==> config.mk <==
export PLATFORM = sky130hd
export DESIGN_NAME = icache_dm
export DESIGN_NICKNAME = d
export VERILOG_FILES = /design/src/rtl/icache_dm.sv
export SDC_FILE = /design/constraint.sdc
export NUM_CORES = 1
export LEC_CHECK = 0
export ABC_AREA = 1
export CORE_UTILIZATION = 55
export CTS_BUF_LIST = sky130_fd_sc_hd__clkbuf_8
export DETAILED_ROUTE_END_ITERATION = 10
export HOLD_SLACK_MARGIN = 0.06
export PLACE_DENSITY_LB_ADDON = 0.05
export SLEW_MARGIN = 20
export SYNTH_ARGS = -nofsm -noshare
export SYNTH_HDL_FRONTEND = slang
export SYNTH_SLANG_ARGS = --single-unit
==> constraint.sdc <==
create_clock -name clk -period 3.35 [get_ports clk]
set_input_delay 0.5025 -clock clk [delete_from_list [all_inputs] [get_ports clk]]
set_output_delay 0.5025 -clock clk [all_outputs]
set_load 0.005 [all_outputs]
==> src/rtl/icache_dm.sv <==
// Direct-mapped, read-only instruction cache with one-word lines. Hits return in the
// same cycle; misses stall the fetch stage and fill the line over a req/ack handshake.
//
// state  | meaning
// -------+--------------------------------------------------------------
// S_IDLE | lookups active; a requested miss latches its address
// S_FILL | o_mem_req held at the latched address until i_mem_ack
module icache_dm #(
  parameter int IDX_W  = 4,
  parameter int ADDR_W = 32
) (
  input  logic              clk,
  input  logic              rst_n,
  input  logic [ADDR_W-1:0] i_addr_PC,
  input  logic              i_con_req,
  input  logic              i_con_flush,
  output logic [31:0]       o_data_Instr,
  output logic              o_con_stall,
  output logic              o_mem_req,
  output logic [ADDR_W-1:0] o_mem_addr,
  input  logic              i_mem_ack,
  input  logic [31:0]       i_mem_rdata
);

  localparam int LINES = 1 << IDX_W;
  localparam int TAG_W = ADDR_W - IDX_W - 2;

  typedef enum logic {S_IDLE, S_FILL} state_t;

  state_t            r_state;
  state_t            w_state_nxt;
  logic [LINES-1:0]  r_valid;
  logic [TAG_W-1:0]  r_tag  [LINES];
  logic [31:0]       r_data [LINES];
  logic [ADDR_W-1:0] r_miss_addr;

  logic [IDX_W-1:0]  w_idx;
  logic [TAG_W-1:0]  w_tag;
  logic [IDX_W-1:0]  w_fill_idx;
  logic [TAG_W-1:0]  w_fill_tag;
  logic              w_hit;
  logic              w_launch;
  logic              w_fill_done;
  logic              w_unused_byte_sel;

  assign w_idx      = i_addr_PC[IDX_W+1:2];
  assign w_tag      = i_addr_PC[ADDR_W-1:IDX_W+2];
  assign w_fill_idx = r_miss_addr[IDX_W+1:2];
  assign w_fill_tag = r_miss_addr[ADDR_W-1:IDX_W+2];
  assign w_unused_byte_sel = ^i_addr_PC[1:0];

  // Lookups only count as hits in IDLE so a fill never races a same-cycle read.
  assign w_hit = i_con_req & r_valid[w_idx] & (r_tag[w_idx] == w_tag) & (r_state == S_IDLE);
  assign w_fill_done = (r_state == S_FILL) & i_mem_ack;

  always_ff @(posedge clk or negedge rst_n) begin
    if (!rst_n) begin
      r_state     <= S_IDLE;
      r_miss_addr <= '0;
    end else begin
      r_state <= w_state_nxt;
      if (w_launch)
        r_miss_addr <= {i_addr_PC[ADDR_W-1:2], 2'b00};
    end
  end

  always_comb begin
    w_state_nxt  = r_state;
    w_launch     = 1'b0;
    o_mem_req    = 1'b0;
    o_mem_addr   = '0;
    o_con_stall  = i_con_req & ~w_hit;
    o_data_Instr = w_hit ? r_data[w_idx] : 32'h0000_0000;
    case (r_state)
      S_IDLE: begin
        if (i_con_req && !w_hit) begin
          w_launch    = 1'b1;
          w_state_nxt = S_FILL;
        end
      end
      S_FILL: begin
        o_mem_req   = 1'b1;
        o_mem_addr  = r_miss_addr;
        o_con_stall = 1'b1;
        if (i_mem_ack)
          w_state_nxt = S_IDLE;
      end
      default: w_state_nxt = S_IDLE;
    endcase
  end

  // Flush has priority: a line filled in the flush cycle is written but left invalid.
  always_ff @(posedge clk or negedge rst_n) begin
    if (!rst_n)
      r_valid <= '0;
    else if (i_con_flush)
      r_valid <= '0;
    else if (w_fill_done)
      r_valid[w_fill_idx] <= 1'b1;
  end

  always_ff @(posedge clk) begin
    if (w_fill_done) begin
      r_data[w_fill_idx] <= i_mem_rdata;
      r_tag[w_fill_idx]  <= w_fill_tag;
    end
  end

endmodule
==> results.cfg <==
[synth]
syn_area_per_cell_um2 = 12.1
synth.cell_area_mm2 = 0.0402
ys_ff_latch = 975
synth_edf_count = 928
synthCells = 3325
ys_types = 34
yosys-top-cells-area = edfxtp_1 (69%), nand2_1 (8.1%), nand3_1 (3.2%)
synth_largest_area_cell = edfxtp_1
ys_warn_count = 0
yosys_most_used_dff = edfxtp_1
synth_top_area_frac = 0.693
synth.top_cells.by_count = edfxtp_1 (928), nand2_1 (867), nand3_1 (258), a21oi_1 (239), inv_1 (221)
synth_async_sr_flop_share = 0.0482
yosysSeqAreaShare = 0.723
yosysMostFrequentCell = edfxtp_1

[drt]
via_count = 27384
wirelength_um = 112000
avgRoutedWirePerCell_um = 23.8
wl_met3_um = 7540
highest_layer = met5
drtAntennaViolNets = 0
drt-initial-drc-count = 2924
drt-met1-wl_um = 45500
firstDrtPassIters = 7
remaining_drc_errors = 0
vias_per_cell = 5.83
wl_met2_um = 55500

[clocking]
cts_buffer_depth = 3
cts_tree = done
htreeDepth = 4
insertion_delay_ns = 0.81
ctsRootBufferMaster = clkbuf_8
cts_sinks = 975
clkTransAtPathRegs_ns = 0.06
numCtsBuffers = 158

[power_and_ir_drop]
vdd_drop_max_mv = 0.366
p_clk_frac = 0.359
powerDensity_mw_per_mm2 = 547
switchingPower_w = 0.00646
report.power.total_w = 0.0260
p_seq_frac = 0.551
switching_share = 0.249
combPwrFrac = 0.090
internal-power_w = 0.0195
p_leak_nw = 18.0

[setup_path]
critical_path.endpoint_type = output pin
path_cells = nor2_2, nor2_1, o21ai_0, nand3_1, nand3_2, nand2_2, nand2_1, nand2_1, nand3b_1, nor2_2, nand2_4, buf_6, buf_12, buf_8, nor3_4, buf_2
arrival_ns = 2.98
path_buf_inv = 4
slowest_stage = edfxtp_1
required_ns = 2.85
critPathLaunchType = flip-flop
critPathTopFamily = simple AND/OR/NAND/NOR gates
path_class = flip-flop to output pin
crit_path_max_fanout = 5
cpPeakStageDelay_ns = 0.38

[die]
initial_core_util = 0.559
core_mm2 = 0.0719
die_w_um = 272
dieHeight_um = 272
die_area_mm2 = 0.0742
io_pins = 135
rows = 98

[finish]
seqCellArea_mm2 = 0.0290
multi_input_area_mm2 = 0.00970
drive_gt1_frac = 0.154
fin_nets = 3688
num-fill-cells = 5393
design_area_mm2 = 0.0474
syn2layout_area_growth_pct = 18.0

[global_route]
grt_pass1_wl_um = 166000
overflow = 0
grt_usage = 0.303
grt_pass1_vias = 26868
antenna_found_initial = 5
grt_max_degree = 71

[sta]
hold-worst-slack_ns = 0.306
setup_ws_ns = -0.130
period_share = 1.04
setup_viol_count_final = 24
fmax_ghz = 0.287
slew_headroom = 0.494
rsz0062_at_grt = true
drv_slew = 0
finClkSkew_ns = 0.0382
worstMarginPinSlew_ns = 0.752
period_needed_ns = 3.48
hold_viol = 0

[status]
violations = setup timing
status = complete, but fails checks

[min_path]
hold_path_class = input pin to asynchronous set/reset pin

[placement]
place_hpwl_um = 58900
gp_congestion = 0.873
dpl_cell_area_mm2 = 0.0440
numPortBuffers = 130

[job]
cap_violations = 0
flip-flops by register name (all words and copies together) (netlist names):
name         count
r_tag          416
r_state          1
r_data         512
r_miss_addr     30
r_valid         16
cell usage in the layout, fill, tap and decap left out, types with 4 or more instances in the layout:
| cell | n |
|---|---|
| a21oi_1 | 237 |
| a221o_1 | 24 |
| a221oi_1 | 76 |
| a32o_1 | 24 |
| buf_12 | 66 |
| buf_16 | 6 |
| buf_2 | 35 |
| buf_4 | 138 |
| buf_6 | 6 |
| clkbuf_8 | 169 |
| clkdlybuf4s50_1 | 92 |
| clkinv_1 | 26 |
| clkinv_2 | 11 |
| dfrtp_1 | 47 |
| edfxtp_1 | 928 |
| inv_1 | 287 |
| inv_6 | 4 |
| nand2_1 | 838 |
| nand2_2 | 26 |
| nand2_4 | 5 |
| nand3_1 | 227 |
| nand3_2 | 30 |
| nand3b_1 | 4 |
| nor2_1 | 160 |
| nor2_2 | 6 |
| nor2_4 | 18 |
| nor3_2 | 24 |
| nor3_4 | 9 |
| o211ai_1 | 66 |
| o21ai_0 | 69 |
| o21ai_1 | 17 |
| o31ai_1 | 29 |
path summary, 6_finish.rpt:
path / from / to / slack (ns) / cells after the start
setup / recovery: r_tag[6][20]$_DFFE_PP_ / o_data_Instr[14] / -0.13 / 16
hold / removal: rst_n / r_valid[4]$_DFFE_PN0P_ / 0.31 / 2
setup reg to reg: r_tag[2][4]$_DFFE_PP_ / r_miss_addr[24]$_DFFE_PN0P_ / 0.53 / 20
hold reg to reg: r_valid[15]$_DFFE_PN0P_ / r_valid[15]$_DFFE_PN0P_ / 0.49 / 2
max in group asynchronous: rst_n / r_miss_addr[5]$_DFFE_PN0P_ / 2.08 / 3
min in group clk: i_addr_PC[5] / r_miss_addr[5]$_DFFE_PN0P_ / 0.31 / 4
per-layer routing:
layer,vias up,track usage
met2,1162,0.506
li1,12446,-
met1,13542,0.402
met3,228,0.0460
met4,6,0.117
met5,-,0
cell type report:
cell class,instances,share of cell area
diodes,3,0.000158
clock buffers,169,0.0490
clock inverters,114,0.0111
inverters,225,0.0183
multi-input cells,1911,0.205
flip-flops and latches,975,0.612
well taps,950,0.0251
repair buffers,348,0.0797
cell families after synthesis:
| kind of cell | synth area share |
|---|---|
| AND/OR/NAND/NOR | 0.140 |
| flip-flops | 0.723 |
| AO/OA/AOI/OAI | 0.0886 |
| buffers and inverters | 0.0483 |
| other | 0.0000933 |
stage by stage:
stage	TNS [ns]	setup WS, ns	utilization	cells
4_1_cts	-2.90	-0.154	0.658	4684
5_1_grt	-7.25	-0.286	0.660	4694
6_report	-1.67	-0.130	0.660	4695
3_3_place_gp	-9.78	-0.361	0.612	4383
3_5_place_dp	-9.71	-0.315	0.612	4383
2_1_floorplan	-170.28	-0.364	-	3326
worst reg2reg max path, stage by stage (launching register included):
cell and delay, ns:
edfxtp_1 0.36, nor2_1 0.11, nor2_1 0.05, o21ai_1 0.07
nand3_1 0.10, nand3_2 0.09, nand2_1 0.09, nand2_1 0.08
nand2_2 0.12, buf_6 0.14, buf_4 0.11, nand2_1 0.06
nor2_1 0.05, nand2_1 0.05, nor2_1 0.04, nand2_2 0.09
buf_4 0.48, nand2_4 0.20, buf_4 0.27, nand2_1 0.09
nand2_1 0.05
power by group through the flow:
| stage | Combinational [W] | Clock [W] | Sequential (W) |
|---|---|---|---|
| 6_report | 0.00235 | 0.00931 | 0.0143 |
| 5_1_grt | 0.00253 | 0.00997 | 0.0143 |
| 4_1_cts | 0.00231 | 0.00945 | 0.0143 |
| 3_5_place_dp | 0.00226 | 0 | 0.0145 |
| 3_3_place_gp | 0.00221 | 0 | 0.0145 |
| 2_1_floorplan | 0.00116 | 0 | 0.0144 |
repair_timing:
| action | CTS | global route |
|---|---|---|
| hold buffers | 1 | 0 |
| gates resized for setup | 211 | 32 |
| cloned | 6 | 1 |
| pin swaps | 26 | 34 |
| hold endpoints to repair | 25 | 0 |
| buffers inserted | 12 | 8 |
| setup endpoints to repair | 33 | 33 |
Note: power is estimated with default switching activity, not from simulation.
